File: config.mk
export PLATFORM = sky130hd
export DESIGN_NAME = adc_snap_capture_ctrl
export DESIGN_NICKNAME = d
export VERILOG_FILES = /design/src/rtl/snap_pkg.sv /design/src/rtl/adc_snap_capture_ctrl.sv
export SDC_FILE = /design/constraint.sdc
export NUM_CORES = 1
export LEC_CHECK = 0
export BUFFER_PORTS_ARGS = -buffer_cell sky130_fd_sc_hd__clkbuf_2
export CAP_MARGIN = 20
export CORE_MARGIN = 2
export CORE_UTILIZATION = 48
export DETAILED_ROUTE_END_ITERATION = 16
export HOLD_SLACK_MARGIN = 0.06
export PLACE_DENSITY = 0.87
export SYNTH_ARGS = -nofsm -noshare
export SYNTH_HDL_FRONTEND = slang
export SYNTH_SLANG_ARGS = --single-unit
export TNS_END_PERCENT = 30
File: constraint.sdc
create_clock -name clk -period 13.3 [get_ports clk]
set_clock_uncertainty 0.15 [all_clocks]
set_input_delay 1.33 -clock clk [delete_from_list [all_inputs] [get_ports clk]]
set_output_delay 1.33 -clock clk [all_outputs]
set_load 0.01 [all_outputs]
File: src/rtl/snap_pkg.sv
// rtl/snap_pkg.sv - shared types and default sizes for the ADC snapshot capture path
package snap_pkg;

   localparam int DWIDTH_DEF = 128;
   localparam int AWIDTH_DEF = 10;

   typedef enum logic [1:0] {
      IDLE    = 2'd0,
      ARMED   = 2'd1,
      CAPTURE = 2'd2,
      DONE    = 2'd3
   } snap_state_t;

endpackage

File: src/rtl/adc_snap_capture_ctrl.sv
// rtl/adc_snap_capture_ctrl.sv - arm/trigger controlled writer of ADC words into snapshot BRAM port A
module adc_snap_capture_ctrl
   import snap_pkg::*;
#(
   parameter int DWIDTH = DWIDTH_DEF,
   parameter int AWIDTH = AWIDTH_DEF
) (
   input  logic              clk,
   input  logic              rst,
   input  logic              arm,
   input  logic              force_trig,
   input  logic              trig,
   input  logic [AWIDTH:0]   length,
   input  logic [DWIDTH-1:0] din,
   input  logic              din_valid,
   output logic              bram_we,
   output logic              bram_en_a,
   output logic [AWIDTH-1:0] bram_addr,
   output logic [DWIDTH-1:0] bram_wr_data,
   output logic              busy,
   output logic              done,
   output logic [AWIDTH:0]   count
);

   localparam logic [AWIDTH:0] FULL_LEN = {1'b1, {AWIDTH{1'b0}}};

   // Zero or anything beyond the buffer depth means a full-depth capture.
   function automatic logic [AWIDTH:0] eff_len(input logic [AWIDTH:0] len);
      if ((len == '0) || (len > FULL_LEN)) begin
         return FULL_LEN;
      end
      return len;
   endfunction

   snap_state_t       state_q, state_d;
   logic              arm_q, arm_d;
   logic [AWIDTH:0]   len_q, len_d;
   logic [AWIDTH:0]   count_q, count_d;
   logic              we_q, we_d;
   logic [AWIDTH-1:0] addr_q, addr_d;
   logic [DWIDTH-1:0] data_q, data_d;
   logic              busy_q, busy_d;
   logic              done_q, done_d;
   logic              arm_edge;
   logic              wr_en;

   assign arm_edge = arm & ~arm_q;

   always_ff @(posedge clk or posedge rst) begin
      if (rst) begin
         state_q <= IDLE;
         arm_q   <= 1'b0;
         len_q   <= '0;
         count_q <= '0;
         we_q    <= 1'b0;
         addr_q  <= '0;
         data_q  <= '0;
         busy_q  <= 1'b0;
         done_q  <= 1'b0;
      end else begin
         state_q <= state_d;
         arm_q   <= arm_d;
         len_q   <= len_d;
         count_q <= count_d;
         we_q    <= we_d;
         addr_q  <= addr_d;
         data_q  <= data_d;
         busy_q  <= busy_d;
         done_q  <= done_d;
      end
   end

   always_comb begin
      state_d = state_q;
      arm_d   = arm;
      len_d   = len_q;
      count_d = count_q;
      we_d    = 1'b0;
      addr_d  = addr_q;
      data_d  = data_q;
      wr_en   = 1'b0;

      case (state_q)
         IDLE, DONE: begin
            if (arm_edge) begin
               state_d = ARMED;
               count_d = '0;
               len_d   = eff_len(length);
            end
         end
         ARMED: begin
            // The trigger cycle's own word is part of the snapshot.
            if (force_trig || trig) begin
               state_d = CAPTURE;
               wr_en   = din_valid;
            end
         end
         CAPTURE: begin
            // Terminal count is retired one cycle after the last write.
            if (count_q == len_q) begin
               state_d = DONE;
            end else begin
               wr_en = din_valid;
            end
         end
         default: state_d = IDLE;
      endcase

      if (wr_en) begin
         we_d    = 1'b1;
         addr_d  = count_q[AWIDTH-1:0];
         data_d  = din;
         count_d = count_q + 1'b1;
      end

      busy_d = (state_d == ARMED) || (state_d == CAPTURE);
      done_d = (state_d == DONE);
   end

   assign bram_we      = we_q;
   assign bram_en_a    = we_q;
   assign bram_addr    = addr_q;
   assign bram_wr_data = data_q;
   assign busy         = busy_q;
   assign done         = done_q;
   assign count        = count_q;

endmodule

* After elaboration in Yosys (flattened, before gate mapping) *
Index checks and enable logic that the tools add are counted.
Widths: inputs -> output; s select.

storage, ports and cells
  word-level logic and storage cells = 46
  input bits = 145
  register bits = 166
  output and inout bits = 153

cells by class
  $lt $le $gt $ge = 1
  $add $sub $neg = 1
  equality and inequality tests = 7
  bitwise logic cells = 2
  reduce and logical (&&, ||, !) cells = 10
  muxes and demuxes = 16

operators with widths
  kind                   number
  $mux 11                5
  $add 11x1->11 const B  1
  $eq 11x11->1           1
  $gt 11x11->1 const B   1
  $logic_not 11->1       1
  $eq 2x2->1 const B     4
  $mux 1                 6
  $mux 2                 3
  $pmux 2 s3             1
  $eq 2x1->1 const B     2
  $reduce_and 2->1       2
  $reduce_bool 2->1      2
  $logic_or 1x1->1       3
  $logic_not 2->1        1
  $pmux 1 s2             1
  $reduce_or 2->1        1
  $and 1x1->1            1
  $not 1->1              1

* Depth between registers and ports, before layout *
Gate-level depths: netlist of run 1.

  depth in word-level cells = 6
  gate-level depth with buffers = 9
  depth with buffers taken out = 7

* Worst setup path before layout of run 1 *
Ideal clock, no wire load.

  kind = input port to flip-flop
  from = input trig
  to = register count_q[5], in the netlist count[5]
  setup slack = 10.202 ns
  buffers on the path = 2
  arrival time = 2.822 ns
  setup time = 0.126 ns
  stages on the path = 7
  cells stage by stage = o21a_1 -> or4_4 -> nand2_1 -> inv_2 -> buf_6 -> buf_6 -> a221o_1

between the ends
  cells in the longest elaborated chain, start to end = 5
  elaborated cells between the ends (all ways) = 7
  classes of those cells = 3 x mux; 4 x reduce/logical

ends and longest elaborated chain
  element                      line                         RTL
  start, declared              adc_snap_capture_ctrl.sv:12  input logic trig,
  $logic_or 1x1->1 *           adc_snap_capture_ctrl.sv:93  if (force_trig || trig) begin
  $mux 1 *                     adc_snap_capture_ctrl.sv:93
  $pmux 1 s2 *                 adc_snap_capture_ctrl.sv:83  case (state_q)
  $reduce_bool 2->1 (no line)  -
  $reduce_and 2->1 (no line)   -
  end signal, assigned         adc_snap_capture_ctrl.sv:64  count_q <= count_d;
  end, declared                adc_snap_capture_ctrl.sv:38  logic [AWIDTH:0] count_q, count_d;

Mark *: on every way between the ends. The rest lies on a longest branch, timed or not.
A chain may end at the register's enable or synchronous reset.

* Worst setup path in the final report of run 1 *
  from = input trig
  to = register data_q[108], in the netlist bram_wr_data[108]

between the ends
  cells in the longest elaborated chain, start to end = 3

ends and longest elaborated chain
  element               line                         RTL
  $logic_or 1x1->1      adc_snap_capture_ctrl.sv:93
  $mux 1                adc_snap_capture_ctrl.sv:93
  $pmux 1 s2            adc_snap_capture_ctrl.sv:83
  end signal, assigned  adc_snap_capture_ctrl.sv:67  data_q <= data_d;
  end, declared         adc_snap_capture_ctrl.sv:41  logic [DWIDTH-1:0] data_q, data_d;

Every way passes these cells.

==> flow_summary.ini, run 1 <==
[die]
design.portCount = 298
rows = 43
chipWidth_microns = 121.7
start_util = 0.4847
die-area_sq_um = 14810
fp.dieH_microns = 121.7
core_area_sq_um = 13720

[route]
routedWlPerCell_microns = 17.57
vias = 4729
viasPerCell = 5.090
route.detailed.drc = 0
wl_microns = 16330
drt_iter0_drc = 212
dr.pass1.iters = 4
ant_nets = 0

[placement]
gp_congestion = 0.7692
portBuffers = 297
dp_worst_setup_slack_ns = 8.800
dp_hpwl_microns = 12100

[hold_path]
min_to = bram_wr_data[52]
hold_depth = 1
min_path_type = reg2reg
hold_start = bram_wr_data[52]

[timing]
rsz0062_at_grt = no
hold_violations = 0
holdWs_ns = 0.3555
finalSetupViolCount = 0
slew_headroom = 0.3659
layout_setup_ws_ns = 9.191
slew_violations = 0
min_period_ns = 4.109
setup_tns_ns = 0
fin_crit_sh = 0.3089
tightest_slew_ns = 0.9512
timing.fmax_mhz = 243.4

[worst_setup_path]
worstPathArrival_ns = 4.26
path_max_fanout = 80
r2r_slack_ns = 9.39
r2r_cells = 8
required_ns = 13.45
r2r_end = bram_wr_data[108]
reg2reg_from = state_q[0]
cp-end-kind = flop
crit_type = in2reg
start_kind = primary input

[synth]
synthesis.area_sq_um = 6650
ys_seq_elements = 166
synthArstFlopShare = 1.000
synth-main-ff-cell = dfrtp_1
synth_fp_nets = 588
synth_area_per_cell_sq_um = 15.18
synthCells = 438
synth_cell_type_count = 38
yosys_warnings = 0
synth_edf_count = 0
ys_seq_area_frac = 0.6246

[clocking]
clockBufferDepth = 2
clkLatencyLatePin_ns = 0.41
cts_setup_buffers = 0
cts_root_buf = clkbuf_16
clk_pin_slew_ns = 0.06
cts_made_buffers = 17
clock_sinks = 166
cts_tree = yes
htreeDepth = 4
post_cts_resized = 0
cts_hold_buf = 0

[power_and_ir_drop]
power.total_mw = 2.084
leakagePower_nw = 4.429
peakVddDrop_mv = 0.08635
p_per_area_nw_per_um2 = 237.0

[grt]
first_global_vias = 4784
grtUsageTotal = 0.2225
grt-ovfl-total = 0
grt_pass1_wl_microns = 24960
grt_max_degree = 92
antenna_found_initial = 1

[run]
cap_viol_max_count = 0

[final_layout]
fin_nets = 884
final_core_utilization = 0.6408
drive_above_1_share = 0.6332
synthToLayoutAreaGrowth_pct = 32.19

[status]
status = complete, no violations
cell usage after synthesis (2+ instances only):
library cell	n	area [sq um]
and3_1	2	12.51
a221o_1	4	40.04
nor2_1	7	26.28
buf_6	13	146.4
o21ai_0	11	55.05
ha_1	5	62.56
clkbuf_1	4	15.01
xor2_1	3	26.28
a22o_1	7	61.31
nand3_1	7	35.03
nand4_1	2	12.51
nand2_1	12	45.04
nor2b_1	2	12.51
nor4_1	5	31.28
dfrtp_1	166	4154
mux2_2	139	1565
and2_1	3	18.77
buf_2	4	20.02
o21a_1	2	15.01
xnor2_1	13	113.9
nand2b_1	7	43.79
inv_1	4	15.01
layout make-up:
cell class                      instances  area [sq um]
Fill cell                            1044          4928
Tap cell                              180         225.2
Sequential cell                       166          4154
Clock buffer                           23         498.0
Clock inverter                          9         92.59
Inverter                                5         26.28
Antenna cell                            2         5.005
Multi-Input combinational cell        245          2288
Timing Repair Buffer                  299          1501
worst max-delay path: stages:
cell,delay [ns]
clkbuf_2,0.09
o21a_1,0.19
o21a_1,0.21
nand2_1,0.35
inv_4,0.83
buf_4,0.75
mux2_2,0.43
through the flow:
step / area [sq um] / std cells
floorplan: 6650 / 438
global placement: 8195 / 895
detailed placement: 8195 / 895
CTS: 8786 / 927
global route: 8788 / 928
finish: 8791 / 929
placed cells by master, fill, tap and decap left out, drive strengths merged, types with 2 or more instances in the layout:
| cell type | instances |
|---|---|
| clkbuf | 320 |
| diode | 2 |
| dfrtp | 166 |
| nor2b | 2 |
| nand2 | 12 |
| nor2 | 7 |
| clkinv | 4 |
| and2 | 3 |
| nand4 | 2 |
| xor2 | 3 |
| clkinvlp | 3 |
| nor4 | 5 |
| buf | 2 |
| nand3 | 7 |
| o21ai | 11 |
| a221o | 4 |
| inv | 6 |
| ha | 5 |
| nand2b | 7 |
| mux2 | 139 |
| o21a | 2 |
| or4 | 2 |
| a22o | 7 |
| xnor2 | 13 |
| and3 | 2 |
worst max-delay path by stage:
stage	start	cells past startpoint	slack, ns	to
3_3_place_gp	trig	7	8.83	bram_wr_data[59]
6_report	trig	7	9.19	bram_wr_data[108]
2_1_floorplan	rst	1	7.33	arm_q
5_1_grt	trig	7	8.98	bram_wr_data[108]
3_5_place_dp	trig	7	8.80	bram_wr_data[55]
4_1_cts	trig	7	9.23	bram_wr_data[55]
report_power, final:
| part | leakage, nW | switching, mW | internal [mW] |
|---|---|---|---|
| Sequential | 2.05 | 0.128 | 0.732 |
| Clock | 0.282 | 0.196 | 0.284 |
| Combinational | 2.10 | 0.361 | 0.383 |
| Total | 4.43 | 0.685 | 1.40 |
state kept, by name, indices dropped and copies added (netlist names):
signal,cells
bram_addr,10
arm_q,1
bram_en_a,1
len_q,11
busy,1
state_q,2
done,1
count,11
bram_wr_data,128
routing by layer:
layer | global-route usage | routed length (microns) | up-vias
li1 | - | - | 2153
met5 | 0 | 0 | -
met2 | 0.3957 | 8712 | 199
met3 | 0.05290 | 1021 | 36
met4 | 0.1114 | 557 | 0
met1 | 0.2497 | 6033 | 2341
kinds of logic (layout without fill, tap and decap cells):
kind of cell,count (synthesis),after routing,synth area share
xor+xnor,16,16,0.02107
simple gates,54,54,0.04403
buf+inv,27,336,0.03123
other cells,0,2,0
compound gates,31,31,0.03424
flops,166,166,0.6246
fa+ha+maj,5,5,0.009407
mux,139,139,0.2354
Power figures use the tool's default switching activity.
==> run 2, diff against run 1 <==
--- a/config.mk
+++ b/config.mk
@@ -8,10 +8,10 @@
 export BUFFER_PORTS_ARGS = -buffer_cell sky130_fd_sc_hd__clkbuf_2
 export CAP_MARGIN = 20
 export CORE_MARGIN = 2
-export CORE_UTILIZATION = 48
+export CORE_UTILIZATION = 47
 export DETAILED_ROUTE_END_ITERATION = 16
 export HOLD_SLACK_MARGIN = 0.06
-export PLACE_DENSITY = 0.87
+export PLACE_DENSITY = 0.86
 export SYNTH_ARGS = -nofsm -noshare
 export SYNTH_HDL_FRONTEND = slang
 export SYNTH_SLANG_ARGS = --single-unit
==> constraint.sdc (replaced) <==
create_clock -name clk -period 3.8 [get_ports clk]
set_clock_uncertainty 0.15 [all_clocks]
set_input_delay 0.38 -clock clk [delete_from_list [all_inputs] [get_ports clk]]
set_output_delay 0.38 -clock clk [all_outputs]
set_load 0.01 [all_outputs]
==> run 2 against run 1 <==
- clock-buffer cell count shrank 6
- core utilization increased by 9.9 points
- sequential share of layout area down 6.7 points
- global-route usage up 5.2 points
- routed wire length up 28%
- worst setup slack got worse by 8.2 ns
- clock power grew to 3.7 times the previous value
- combinational power increased to 3.9 times the previous value
- worst hold slack got worse by 0.27 ns
- critical path depth grew 1
- highest routed layer unchanged
==> flow_summary.ini, run 2 (synthesis results as in run 1) <==
[final_layout]
synthToLayoutAreaGrowth_pct = 53.90
largest_reg_flops = 128
final_cell_mix = clkbuf_2 (297), dfrtp_1 (166), mux2_2 (139), dlygate4sd3_1 (134), clkbuf_16 (17)
seqCellArea_sq_um = 4154
nFillCells = 814
final_cells = 1068
layout_commonest_cell = clkbuf_2
multi_input_area_sq_um = 2288
drive_above_1_share = 0.5401
final_core_utilization = 0.7402
fin_nets = 1022

[route]
met1Wirelength_microns = 7452
routedWlPerCell_microns = 19.53
dr.pass1.iters = 4
vias = 5476
wl_microns = 20860
met2_length_microns = 10930
route.detailed.drc = 0
highest_layer = met4
viasPerCell = 5.127
ant_nets = 0
drt_iter0_drc = 479
met3_length_microns = 1481

[die]
design.portCount = 298
fp.dieH_microns = 123.0
core_area_sq_um = 13830
rows = 43
die-area_sq_um = 15120
start_util = 0.4810
chipWidth_microns = 123.0

[grt]
grt_pass1_wl_microns = 31030
grt-ovfl-total = 0
first_global_vias = 5842
antenna_found_initial = 1
grtUsageTotal = 0.2746
grt_max_degree = 98

[timing]
slew_headroom = 0.4089
min_period_ns = 2.836
hold_violations = 0
slew_violations = 0
setup_tns_ns = 0
fin_crit_sh = 0.7463
finalSetupViolCount = 0
tightest_slew_ns = 0.8786
timing.fmax_mhz = 352.6
rsz0062_at_grt = no

[clocking]
clock_sinks = 166
clk_pin_slew_ns = 0.08
post_cts_resized = 0
cts_root_buf = clkbuf_16
clockBufferDepth = 2
cts_made_buffers = 17
clkLatencyLatePin_ns = 0.41
cts_setup_buffers = 0
cts_tree = yes
cts_hold_buf = 133
htreeDepth = 4

[placement]
dp_hpwl_microns = 11200
portBuffers = 297
dp.cells = 899
gp_congestion = 0.8168

[worst_setup_path]
required_ns = 3.94
start_kind = flop
cpMaxStageDelayCell = inv_4
crit_path_start = state_q[0]
cp_cell_sequence = inv_1 > ha_1 > nor2b_1 > o21a_1 > nand2_1 > inv_4 > buf_12 > mux2_2
cp-end-kind = flop
worstPathArrival_ns = 2.98
crit_type = reg2reg
path_max_fanout = 50
slowest_delay_ns = 0.51
reg2reg_from = state_q[0]

[power_and_ir_drop]
p_per_area_nw_per_um2 = 757.2
peakVddDrop_mv = 0.5091
leakagePower_nw = 5.023

[run]
cap_viol_max_count = 0

[hold_path]
min_path_type = in2reg
hold_start = length[3]

[status]
status = complete, no violations
==> run 2: changes by cell type in the layout (fill, tap and decap cells not counted), sizes merged <==
cell	before	now
buf	2	6
bufinv	1	2
clkbuf	320	314
clkinv	4	1
clkinvlp	3	5
diode	2	3
dlygate4sd3	0	134
inv	6	12
==> run 2: power breakdown <==
part | internal [mW] | leakage, nW | switching [mW]
sequential | 2.56 | 2.05 | 0.525
clock | 1.00 | 0.288 | 0.782
combinational | 1.46 | 2.69 | 1.42
total | 5.02 | 5.02 | 2.73
==> run 2: through the flow <==
stage / power (mW) / setup slack (ns) / instance area [sq um] / hold WS [ns]
after global placement: 5.533 / 1.111 / 8274 / 0.3353
final: 7.749 / 0.9640 / 10230 / 0.08642
after global routing: 8.146 / 0.7812 / 10230 / 0.07920
after floorplan: 4.576 / 1.157 / 6654 / 0.2614
after detailed placement: 5.655 / 1.023 / 8274 / 0.3443
after CTS: 7.546 / 1.005 / 10220 / 0.06187
==> run 2: final timing paths <==
path | endpoint | slack [ns] | cells past startpoint
max in group asynchronous | bram_addr[2] | 2.24 | 4
hold reg to reg | bram_wr_data[7] | 0.36 | 1
min in group asynchronous | bram_wr_data[108] | 0.52 | 4
setup / recovery | bram_wr_data[42] | 0.96 | 8
hold / removal | len_q[3] | 0.09 | 3
setup reg to reg | bram_wr_data[42] | 0.96 | 8
==> run 2: final cells by class <==
cell class,instances,share of cell area
Multi-Input combinational cell,245,0.2236
Clock buffer,17,0.04156
Tap cell,180,0.02200
Timing Repair Buffer,437,0.2856
Antenna cell,3,0.0007335
Sequential cell,166,0.4059
Inverter,5,0.002445
Clock inverter,15,0.01822
==> run 2: routing by layer <==
| metal | up-vias | global-route usage |
|---|---|---|
| met5 | - | 0 |
| met4 | 0 | 0.1631 |
| met3 | 72 | 0.1001 |
| met2 | 265 | 0.4713 |
| met1 | 2707 | 0.2879 |
| li1 | 2432 | - |
==> run 2: worst max-delay path, delay by kind of cell, from the launching register on <==
family	cells	cell delay (ns)
compound gates	1	0.21
fa+ha+maj	1	0.37
buf+inv	3	0.91
flops	1	0.38
mux	1	0.41
simple gates	2	0.28
==> run 3, diff against run 2 <==
--- a/config.mk
+++ b/config.mk
@@ -8,10 +8,10 @@
 export BUFFER_PORTS_ARGS = -buffer_cell sky130_fd_sc_hd__clkbuf_2
 export CAP_MARGIN = 20
 export CORE_MARGIN = 2
-export CORE_UTILIZATION = 47
+export CORE_UTILIZATION = 43
 export DETAILED_ROUTE_END_ITERATION = 16
 export HOLD_SLACK_MARGIN = 0.06
-export PLACE_DENSITY = 0.86
+export PLACE_DENSITY = 0.83
 export SYNTH_ARGS = -nofsm -noshare
 export SYNTH_HDL_FRONTEND = slang
 export SYNTH_SLANG_ARGS = --single-unit
==> constraint.sdc (replaced) <==
create_clock -name clk -period 2.6 [get_ports clk]
set_clock_uncertainty 0.15 [all_clocks]
set_input_delay 0.26 -clock clk [delete_from_list [all_inputs] [get_ports clk]]
set_output_delay 0.26 -clock clk [all_outputs]
set_load 0.01 [all_outputs]
==> run 3 against run 2 <==
- total power grew 43%
- final cell count grew 2.9%
- non-clock buffer count grew 25
- first-iteration DRC count shrank 47%
- critical path depth is the same
- core utilization shrank 5.3 points
- die area grew 9.0%
- sequential share of layout area shrank 0.70 points
- clock-buffer cell count grew 1
- worst setup slack lost 0.82 ns
- global-route usage shrank 3.8 points
- cell area grew 1.8%
- highest routed layer unchanged
==> flow_summary.ini, run 3 (synthesis results as in run 1) <==
[status]
status = complete, no violations

[worst_setup_path]
r2r_slack_ns = 0.15
crit_type = reg2reg
r2r_cells = 8
reg2reg_from = state_q[0]
start_kind = flop
path_max_fanout = 72
required_ns = 2.76
worstPathArrival_ns = 2.61
r2r_end = bram_wr_data[81]
cp-end-kind = flop

[die]
die-area_sq_um = 16480
chipWidth_microns = 128.4
fp.dieH_microns = 128.4
design.portCount = 298
core_area_sq_um = 15150
rows = 45
start_util = 0.4391

[clocking]
cts_tree = yes
clkLatencyLatePin_ns = 0.42
cts_made_buffers = 17
clockBufferDepth = 2
clk_pin_slew_ns = 0.07
htreeDepth = 4
clock_sinks = 166
cts_root_buf = clkbuf_16

[power_and_ir_drop]
clkPwrFrac = 0.224
p_switching_mw = 3.751
intPower_mw = 7.346
switching_share = 0.3380
p_per_area_nw_per_um2 = 1065
pwr-share-seq = 0.399
peakVddDrop_mv = 0.4861
leakagePower_nw = 5.121
pwr-share-comb = 0.376

[final_layout]
final_cell_mix = clkbuf_2 (297), dfrtp_1 (166), dlygate4sd3_1 (146), mux2_2 (139), clkbuf_16 (17)
layout_commonest_cell = clkbuf_2
drive_above_1_share = 0.5396
synthToLayoutAreaGrowth_pct = 56.61
largest_reg_flops = 128
stdcell_area_sq_um = 10420
nFillCells = 971
fin_nets = 1047

[route]
viasPerCell = 4.948
drt_iter0_drc = 256
vias = 5438
wl_microns = 19510
routedWlPerCell_microns = 17.75
route.detailed.drc = 0
dr.pass1.iters = 8
ant_nets = 0

[grt]
grtUsageTotal = 0.2364
grt_max_degree = 129
grt-ovfl-total = 0
grt_pass1_wl_microns = 29890
antenna_found_initial = 1
first_global_vias = 5829

[timing]
timing.fmax_mhz = 407.8
tightest_slew_ns = 0.6795
fin_crit_sh = 0.9431
hold_violations = 0
rsz0062_at_grt = no
min_period_ns = 2.452
slew_violations = 0
finalSetupViolCount = 0
slew_headroom = 0.5470
setup_tns_ns = 0

[placement]
dp_hpwl_microns = 11100
dpl-instance-area_sq_um = 8362
gp_congestion = 0.8162
portBuffers = 297

[hold_path]
min_path_type = in2reg
hold_depth = 4
hold_start = force_trig
min_to = state_q[0]

[run]
cap_viol_max_count = 0
-- run 3: power by group through the flow --
stage	sequential [mW]	combinational [mW]	clock, mW
after floorplan	4.85	1.84	0
after global placement	4.34	3.78	0
after CTS	4.37	4.09	2.51
after global routing	4.55	4.51	2.64
after detailed placement	4.40	3.90	0
final	4.43	4.18	2.49
-- run 3: worst max-delay path, stage by stage, from the launching register on --
cell and delay (ns):
dfrtp_1 0.37, inv_1 0.08, ha_1 0.34, nor2b_1 0.17
o21a_1 0.25, nand2_2 0.11, inv_4 0.10, buf_12 0.31
mux2_2 0.41
-- run 3: layout make-up --
class / instances / area [sq um] / area share
Clock inverter: 14 / 150.1 / 0.01442
Multi-Input combinational cell: 245 / 2291 / 0.2200
Tap cell: 188 / 235.2 / 0.02259
Timing Repair Buffer: 462 / 3128 / 0.3003
Sequential cell: 166 / 4154 / 0.3988
Inverter: 5 / 25.02 / 0.002403
Antenna cell: 1 / 2.502 / 0.0002403
Clock buffer: 18 / 429.2 / 0.04121
-- run 3: timing repair --
item	4_1_cts	5_1_grt
endpoints found under the hold margin	306	0
setup buffers	0	1
hold buffers	146	0
gates resized for setup	0	1
setup endpoints to repair	0	31
-- run 3: through the flow --
stage	worst slack, ns	power, mW	instances	utilization	hold WS (ns)
finish	0.1479	11.10	1099	0.6877	0.2423
global route	0.03420	11.71	1099	0.6877	0.2872
CTS	0.1358	10.96	1097	0.6868	0.2030
detailed placement	0.1514	8.302	919	0.5521	0.2540
global placement	0.2268	8.115	919	0.5521	0.2486
floorplan	0.07723	6.689	438	-	0.1414
-- run 3: worst max-delay path by stage --
stage	from	endpoint
CTS	state_q[1]	bram_wr_data[25]
global placement	state_q[0]	bram_wr_data[24]
floorplan	rst	arm_q
detailed placement	state_q[1]	bram_wr_data[93]
finish	state_q[0]	bram_wr_data[81]
global route	state_q[1]	bram_wr_data[81]
-- run 3: metal layers --
| metal | GRT usage | vias to the layer above | wire, microns |
|---|---|---|---|
| met4 | 0.1105 | 0 | 706 |
| met2 | 0.4230 | 228 | 10380 |
| met1 | 0.2583 | 2677 | 7061 |
| li1 | - | 2476 | - |
| met5 | 0 | - | 0 |
| met3 | 0.06985 | 57 | 1359 |
